==> src/rtl/instr_fetch_stage_if.sv <==
// Signal bundle between the fetch stage, instruction memory and the decode stage.
// imem_req/imem_ack: the request is held with a stable address until the ack cycle; ack may arrive in the same cycle as req.
interface instr_fetch_stage_if;
    logic        imem_req;
    logic [31:0] imem_addr;
    logic        imem_ack;
    logic [31:0] imem_rdata;
    logic        stall;
    logic        jump_taken;
    logic [25:0] jump_target;
    logic        if_id_valid;
    logic [31:0] if_id_instr;
    logic [31:0] if_id_pc4;
    logic [5:0]  opcode;

    modport master (
        output imem_req, imem_addr,
        input  imem_ack, imem_rdata,
        input  stall, jump_taken, jump_target,
        output if_id_valid, if_id_instr, if_id_pc4, opcode
    );

    modport slave (
        input  imem_req, imem_addr,
        output imem_ack, imem_rdata,
        output stall, jump_taken, jump_target,
        input  if_id_valid, if_id_instr, if_id_pc4, opcode
    );
endinterface

==> src/rtl/instr_fetch_stage.sv <==
// Fetch stage plus IF/ID register: one-entry hold buffer for decode stalls and
// J redirects that drop the in-flight fetch.
module instr_fetch_stage #(
    parameter logic [31:0] RESET_PC  = 32'h0000_0000,
    parameter logic [31:0] NOP_INSTR = 32'h0000_0000
) (
    input  logic                       clk,
    input  logic                       reset,
    instr_fetch_stage_if.master        bus,
    output logic [1:0]                 fsm_state
);
    typedef enum logic [1:0] {START, FETCH, HOLD, DROP} state_t;

    state_t      state, state_nx;
    logic [31:0] pc, pc_nx;
    logic [31:0] drop_addr, drop_addr_nx;
    logic [31:0] buf_instr, buf_instr_nx;
    logic [31:0] buf_pc4, buf_pc4_nx;
    logic        v_q, v_nx;
    logic [31:0] instr_q, instr_nx;
    logic [31:0] pc4_q, pc4_nx;
    logic [31:0] pc_plus4;
    logic [31:0] jump_pc;
    logic        jump;

    always_ff @(posedge clk or posedge reset) begin
        if (reset) begin
            state     <= START;
            pc        <= RESET_PC;
            drop_addr <= 32'h0;
            buf_instr <= NOP_INSTR;
            buf_pc4   <= 32'h0;
            v_q       <= 1'b0;
            instr_q   <= NOP_INSTR;
            pc4_q     <= 32'h0;
        end else begin
            state     <= state_nx;
            pc        <= pc_nx;
            drop_addr <= drop_addr_nx;
            buf_instr <= buf_instr_nx;
            buf_pc4   <= buf_pc4_nx;
            v_q       <= v_nx;
            instr_q   <= instr_nx;
            pc4_q     <= pc4_nx;
        end
    end

    always_comb begin
        state_nx     = state;
        pc_nx        = pc;
        drop_addr_nx = drop_addr;
        buf_instr_nx = buf_instr;
        buf_pc4_nx   = buf_pc4;
        v_nx         = v_q;
        instr_nx     = instr_q;
        pc4_nx       = pc4_q;
        bus.imem_req = 1'b0;
        pc_plus4     = pc + 32'd4;
        // A jump only comes from a real instruction sitting in IF/ID.
        jump         = bus.jump_taken && !bus.stall && v_q;
        jump_pc      = {pc4_q[31:28], bus.jump_target, 2'b00};
        case (state)
            START: state_nx = FETCH;
            FETCH: begin
                bus.imem_req = 1'b1;
                if (jump) begin
                    pc_nx    = jump_pc;
                    v_nx     = 1'b0;
                    instr_nx = NOP_INSTR;
                    if (!bus.imem_ack) begin
                        drop_addr_nx = pc;
                        state_nx     = DROP;
                    end
                end else if (bus.stall) begin
                    if (bus.imem_ack) begin
                        buf_instr_nx = bus.imem_rdata;
                        buf_pc4_nx   = pc_plus4;
                        pc_nx        = pc_plus4;
                        state_nx     = HOLD;
                    end
                end else if (bus.imem_ack) begin
                    v_nx     = 1'b1;
                    instr_nx = bus.imem_rdata;
                    pc4_nx   = pc_plus4;
                    pc_nx    = pc_plus4;
                end else begin
                    v_nx     = 1'b0;
                    instr_nx = NOP_INSTR;
                end
            end
            HOLD: begin
                if (jump) begin
                    pc_nx    = jump_pc;
                    v_nx     = 1'b0;
                    instr_nx = NOP_INSTR;
                    state_nx = FETCH;
                end else if (!bus.stall) begin
                    v_nx     = 1'b1;
                    instr_nx = buf_instr;
                    pc4_nx   = buf_pc4;
                    state_nx = FETCH;
                end
            end
            DROP: begin
                bus.imem_req = 1'b1;
                if (bus.imem_ack) state_nx = FETCH;
            end
        endcase
    end

    // DROP keeps presenting the abandoned address until memory answers it.
    assign bus.imem_addr   = (state == DROP) ? drop_addr : pc;
    assign bus.if_id_valid = v_q;
    assign bus.if_id_instr = instr_q;
    assign bus.if_id_pc4   = pc4_q;
    assign bus.opcode      = instr_q[31:26];
    assign fsm_state       = state;
endmodule

==> src/flat_wrapper.sv <==
// flat-port wrapper written by rule: the top's interface ports become plain ports
module instr_fetch_stage_flat 
#(
    parameter logic [31:0] RESET_PC  = 32'h0000_0000,
    parameter logic [31:0] NOP_INSTR = 32'h0000_0000
)
  (clk, reset, fsm_state, bus_imem_req, bus_imem_addr, bus_imem_ack, bus_imem_rdata, bus_stall, bus_jump_taken, bus_jump_target, bus_if_id_valid, bus_if_id_instr, bus_if_id_pc4, bus_opcode);
  instr_fetch_stage_if bus_i ();
  input  logic clk;
  input  logic reset;
  output logic [1:0] fsm_state;
  output wire logic [$bits(bus_i.imem_req)-1:0] bus_imem_req;
  output wire logic [$bits(bus_i.imem_addr)-1:0] bus_imem_addr;
  input wire logic [$bits(bus_i.imem_ack)-1:0] bus_imem_ack;
  input wire logic [$bits(bus_i.imem_rdata)-1:0] bus_imem_rdata;
  input wire logic [$bits(bus_i.stall)-1:0] bus_stall;
  input wire logic [$bits(bus_i.jump_taken)-1:0] bus_jump_taken;
  input wire logic [$bits(bus_i.jump_target)-1:0] bus_jump_target;
  output wire logic [$bits(bus_i.if_id_valid)-1:0] bus_if_id_valid;
  output wire logic [$bits(bus_i.if_id_instr)-1:0] bus_if_id_instr;
  output wire logic [$bits(bus_i.if_id_pc4)-1:0] bus_if_id_pc4;
  output wire logic [$bits(bus_i.opcode)-1:0] bus_opcode;
  assign bus_imem_req = bus_i.imem_req;
  assign bus_imem_addr = bus_i.imem_addr;
  assign bus_i.imem_ack = bus_imem_ack;
  assign bus_i.imem_rdata = bus_imem_rdata;
  assign bus_i.stall = bus_stall;
  assign bus_i.jump_taken = bus_jump_taken;
  assign bus_i.jump_target = bus_jump_target;
  assign bus_if_id_valid = bus_i.if_id_valid;
  assign bus_if_id_instr = bus_i.if_id_instr;
  assign bus_if_id_pc4 = bus_i.if_id_pc4;
  assign bus_opcode = bus_i.opcode;
  instr_fetch_stage #(.RESET_PC(RESET_PC), .NOP_INSTR(NOP_INSTR)) u_core (.clk(clk), .reset(reset), .bus(bus_i), .fsm_state(fsm_state));
endmodule
==> config.mk <==
export PLATFORM = sky130hd
export DESIGN_NAME = instr_fetch_stage_flat
export DESIGN_NICKNAME = d
export VERILOG_FILES = /design/src/rtl/instr_fetch_stage_if.sv /design/src/rtl/instr_fetch_stage.sv /design/src/flat_wrapper.sv
export SDC_FILE = /design/constraint.sdc
export NUM_CORES = 1
export LEC_CHECK = 0
export ABC_AREA = 1
export ABC_CLOCK_PERIOD_IN_PS = 14500
export CORE_ASPECT_RATIO = 1.4
export CORE_MARGIN = 1
export CORE_UTILIZATION = 54
export CTS_CLUSTER_DIAMETER = 100
export DETAILED_ROUTE_END_ITERATION = 12
export PLACE_DENSITY_LB_ADDON = 0.12
export SLEW_MARGIN = 20
export SYNTH_ARGS = -nofsm -noshare
export SYNTH_HDL_FRONTEND = slang
export SYNTH_SLANG_ARGS = --single-unit
==> constraint.sdc <==
create_clock -name clk -period 14.5 [get_ports clk]
set_clock_uncertainty 0.1 [all_clocks]
set_input_delay 2.9 -clock clk [delete_from_list [all_inputs] [get_ports clk]]
set_output_delay 2.9 -clock clk [all_outputs]
set_load 0.05 [all_outputs]
==> impl_metrics.toml <==
[run_status]
outcome = "finished, final reports clean"

[routing]
drc = 0
met2_length_um = 11330
wl_um = 23530
wl_per_cell_um = 14.69
drtAntennaViolNets = 0
top_layer = "met4"
wl_met3_um = 1477
first_pass_iters = 5
dr_total_vias = 8374
drt-initial-drc-count = 527
viasPerCell = 5.227
drt-met1-wl_um = 10120

[worst_setup_path]
reg2reg_depth = 10
start_kind = "flip-flop"
cpPeakStageDelay_ns = 0.83
slowest_stage = "clkdlybuf4s50_1"
path_depth = 4
crit_type = "flip-flop to primary output"
critPathCaptureType = "primary output"
cpLargestDelayFamily = "buffers and inverters"
path_max_fanout = 61
startpoint = "u_core.fsm_state[0]$_DFFE_PP0P_"
rr_endpoint = "u_core.pc[16]$_DFFE_PP0P_"
endpoint = "bus_imem_addr[26]"
timing.rr.start = "u_core.fsm_state[0]$_DFFE_PP0P_"
regToRegSetupSlack_ns = 11.47
cp.required_ns = 11.50
worst-path-buf-inv = 1
crit_path_cell_trace = "ha_2 > nand2_1 > o21ai_0 > clkdlybuf4s50_1"
arrival_ns = 2.73

[timing]
fin_ws_ns = 8.772
rsz0062_at_grt = "no"
tns_ns = 0
drv_slew = 0
finalSetupViolations = 0
tightestPinTransition_ns = 1.090
fin_crit_sh_pct = 39.51
hold_viol_final = 0
relSlewSlack_pct = 27.27
min_period_ns = 5.728
fmax_mhz = 174.6

[floorplan]
dieWidth_um = 113.6
coreArea_um2 = 16890
ios = 169
die_h_um = 158.2
initial_core_util_pct = 55.71
rows = 56
die_area_um2 = 17960

[place]
place_inst = 1569
io_buffers = 164
hpwl_um = 15850
gp_congestion = 0.9118
pre_cts_ws_ns = 9.180

[global_route]
grt.total_usage_pct = 27.83
grt_max_degree = 109
grt_pass1_wl_um = 39050
antenna_found_initial = 0
grt-ovfl-total = 0
grt_pass1_vias = 7985

[synthesis]
ys_seq_area_share_pct = 49.74
synth_edf_count = 0
ys_ff_latch = 187
postSynthAreaPerCell_um2 = 7.611
synth.most_common_cell = "nand2_1"
synth_commonest_cells = "501 x nand2_1, 187 x dfrtp_1, 104 x o21ai_0"
synth-async-reset-ratio_pct = 100.0
syn-cell-area_um2 = 9408
syn-instance-count = 1236
synthFlopType = "dfrtp_1"
synth_area_leaders = "dfrtp_1 50%, nand2_1 20%, o21ai_0 5.5%"
ys_types = 32
yosysTopAreaCell = "dfrtp_1"
yosysWarnings = 0
synth.top_cell.area_share_pct = 49.74

[cts]
cts_resized = 0
cts_htree_levels = 4
cts_setup_buffers = 0
clkTransAtPathRegs_ns = 0.07
cts-root-buf = "clkbuf_16"
clock_path_buffers = 2
cts_made_buffers = 17
clk_latency_ns = 0.43
cts.hold.buffers_added = 0
cts_tree = "yes"
clkSinkCount = 187

[final_layout]
fin_cells = 1602
nNetsFinal = 1424
drive_above_1_share_pct = 5.474
area_delta_synth_final_pct = 23.89
post-route-util_pct = 69.02
antennaDiodeCount = 0

[job]
cap_viol_max_count = 0

[power]
leakage_nw = 5.518
finalPower_w = 0.003317
power_density_nw_per_um2 = 284.6
vdd_drop_max_uv = 167.9

[min_path]
hp-class = "flip-flop to flip-flop"
==> metrics by stage <==
step | area [µm²] | hold WS [ns]
floorplan | 9419 | 0.3422
global placement | 11020 | 0.3537
detailed placement | 11020 | 0.3584
CTS | 11630 | 0.3756
global route | 11650 | 0.3900
finish | 11650 | 0.3744
==> how the worst min path moves through the flow <==
| stage | startpoint | to | slack (ns) | cells past startpoint |
|---|---|---|---|---|
| finish | u_core.buf_instr[30]$_DFFE_PP0P_ | u_core.buf_instr[30]$_DFFE_PP0P_ | 0.37 | 2 |
| global route | u_core.buf_instr[19]$_DFFE_PP0P_ | u_core.buf_instr[19]$_DFFE_PP0P_ | 0.39 | 2 |
| CTS | u_core.buf_instr[30]$_DFFE_PP0P_ | u_core.buf_instr[30]$_DFFE_PP0P_ | 0.38 | 2 |
| detailed placement | u_core.buf_instr[16]$_DFFE_PP0P_ | u_core.buf_instr[16]$_DFFE_PP0P_ | 0.36 | 2 |
| global placement | u_core.buf_instr[20]$_DFFE_PP0P_ | u_core.buf_instr[20]$_DFFE_PP0P_ | 0.35 | 2 |
| floorplan | u_core.buf_instr[0]$_DFFE_PP0P_ | u_core.buf_instr[0]$_DFFE_PP0P_ | 0.34 | 2 |
==> layout by cell type, fill, tap and decap left out, types with 4 or more instances in the layout <==
master,instances
o211ai_1,4
inv_1,62
nor2_1,94
conb_1,4
a21oi_1,22
o22ai_1,7
nand2_1,501
xor2_1,7
o21ai_0,104
nor2_2,7
dfrtp_1,187
clkdlybuf4s50_1,164
inv_2,7
nand3_1,80
nor2_4,8
o21ai_1,14
buf_4,5
nand2_2,5
clkinv_4,5
o21a_1,33
clkbuf_16,17
==> state kept, by name, indices dropped and copies added, names as in the netlist <==
register,count
u_core.pc,30
u_core.buf_instr,32
u_core.bus.if_id_pc4,30
u_core.drop_addr,30
u_core.bus.if_id_valid,1
u_core.fsm_state,2
u_core.bus.if_id_instr,32
u_core.buf_pc4,30
==> metal layers <==
metal / GRT usage, % / vias to the layer above
li1: - / 4131
met1: 35.27 / 3950
met2: 46.31 / 251
met3: 6.049 / 42
met4: 11.15 / 0
met5: 0 / -
==> cell type report <==
class                      instances  area (µm²)
fill                            1432        5231
sequential                       187        4679
multi-input combinational        911        4106
timing repair buffer             170        1707
clock buffer                      19       442.9
tap                              232       290.3
inverter                          70       267.8
clock inverter                    13       161.4
==> worst reg2reg max path, stage by stage (launching register included) <==
cell and delay, ns:
dfrtp_1 0.42, inv_1 0.07, ha_1 0.20, buf_4 0.24
inv_2 0.55, nand2_4 0.31, inv_2 0.65, nor2_1 0.16
nor2_1 0.14, nand2_1 0.07, o21ai_1 0.07
==> logic make-up (layout without fill, tap and decap cells) <==
family	count (synthesis)	count (layout)	synth area share [%]
xor+xnor	8	8	0.7448
flops	187	187	49.74
buf+inv	141	272	6.836
compound gates	187	187	11.15
other cells	1	4	0.03986
fa+ha+maj	4	4	0.5320
simple gates	708	708	30.96
==> where the power goes <==
group / leakage (nW) / internal (W) / switching (W)
Clock: 0.290 / 0.000264 / 0.000214
Sequential: 2.33 / 0.000780 / 0.000169
Combinational: 2.90 / 0.000604 / 0.00129
Total: 5.52 / 0.00165 / 0.00167
(Power assumes the default switching activity.)
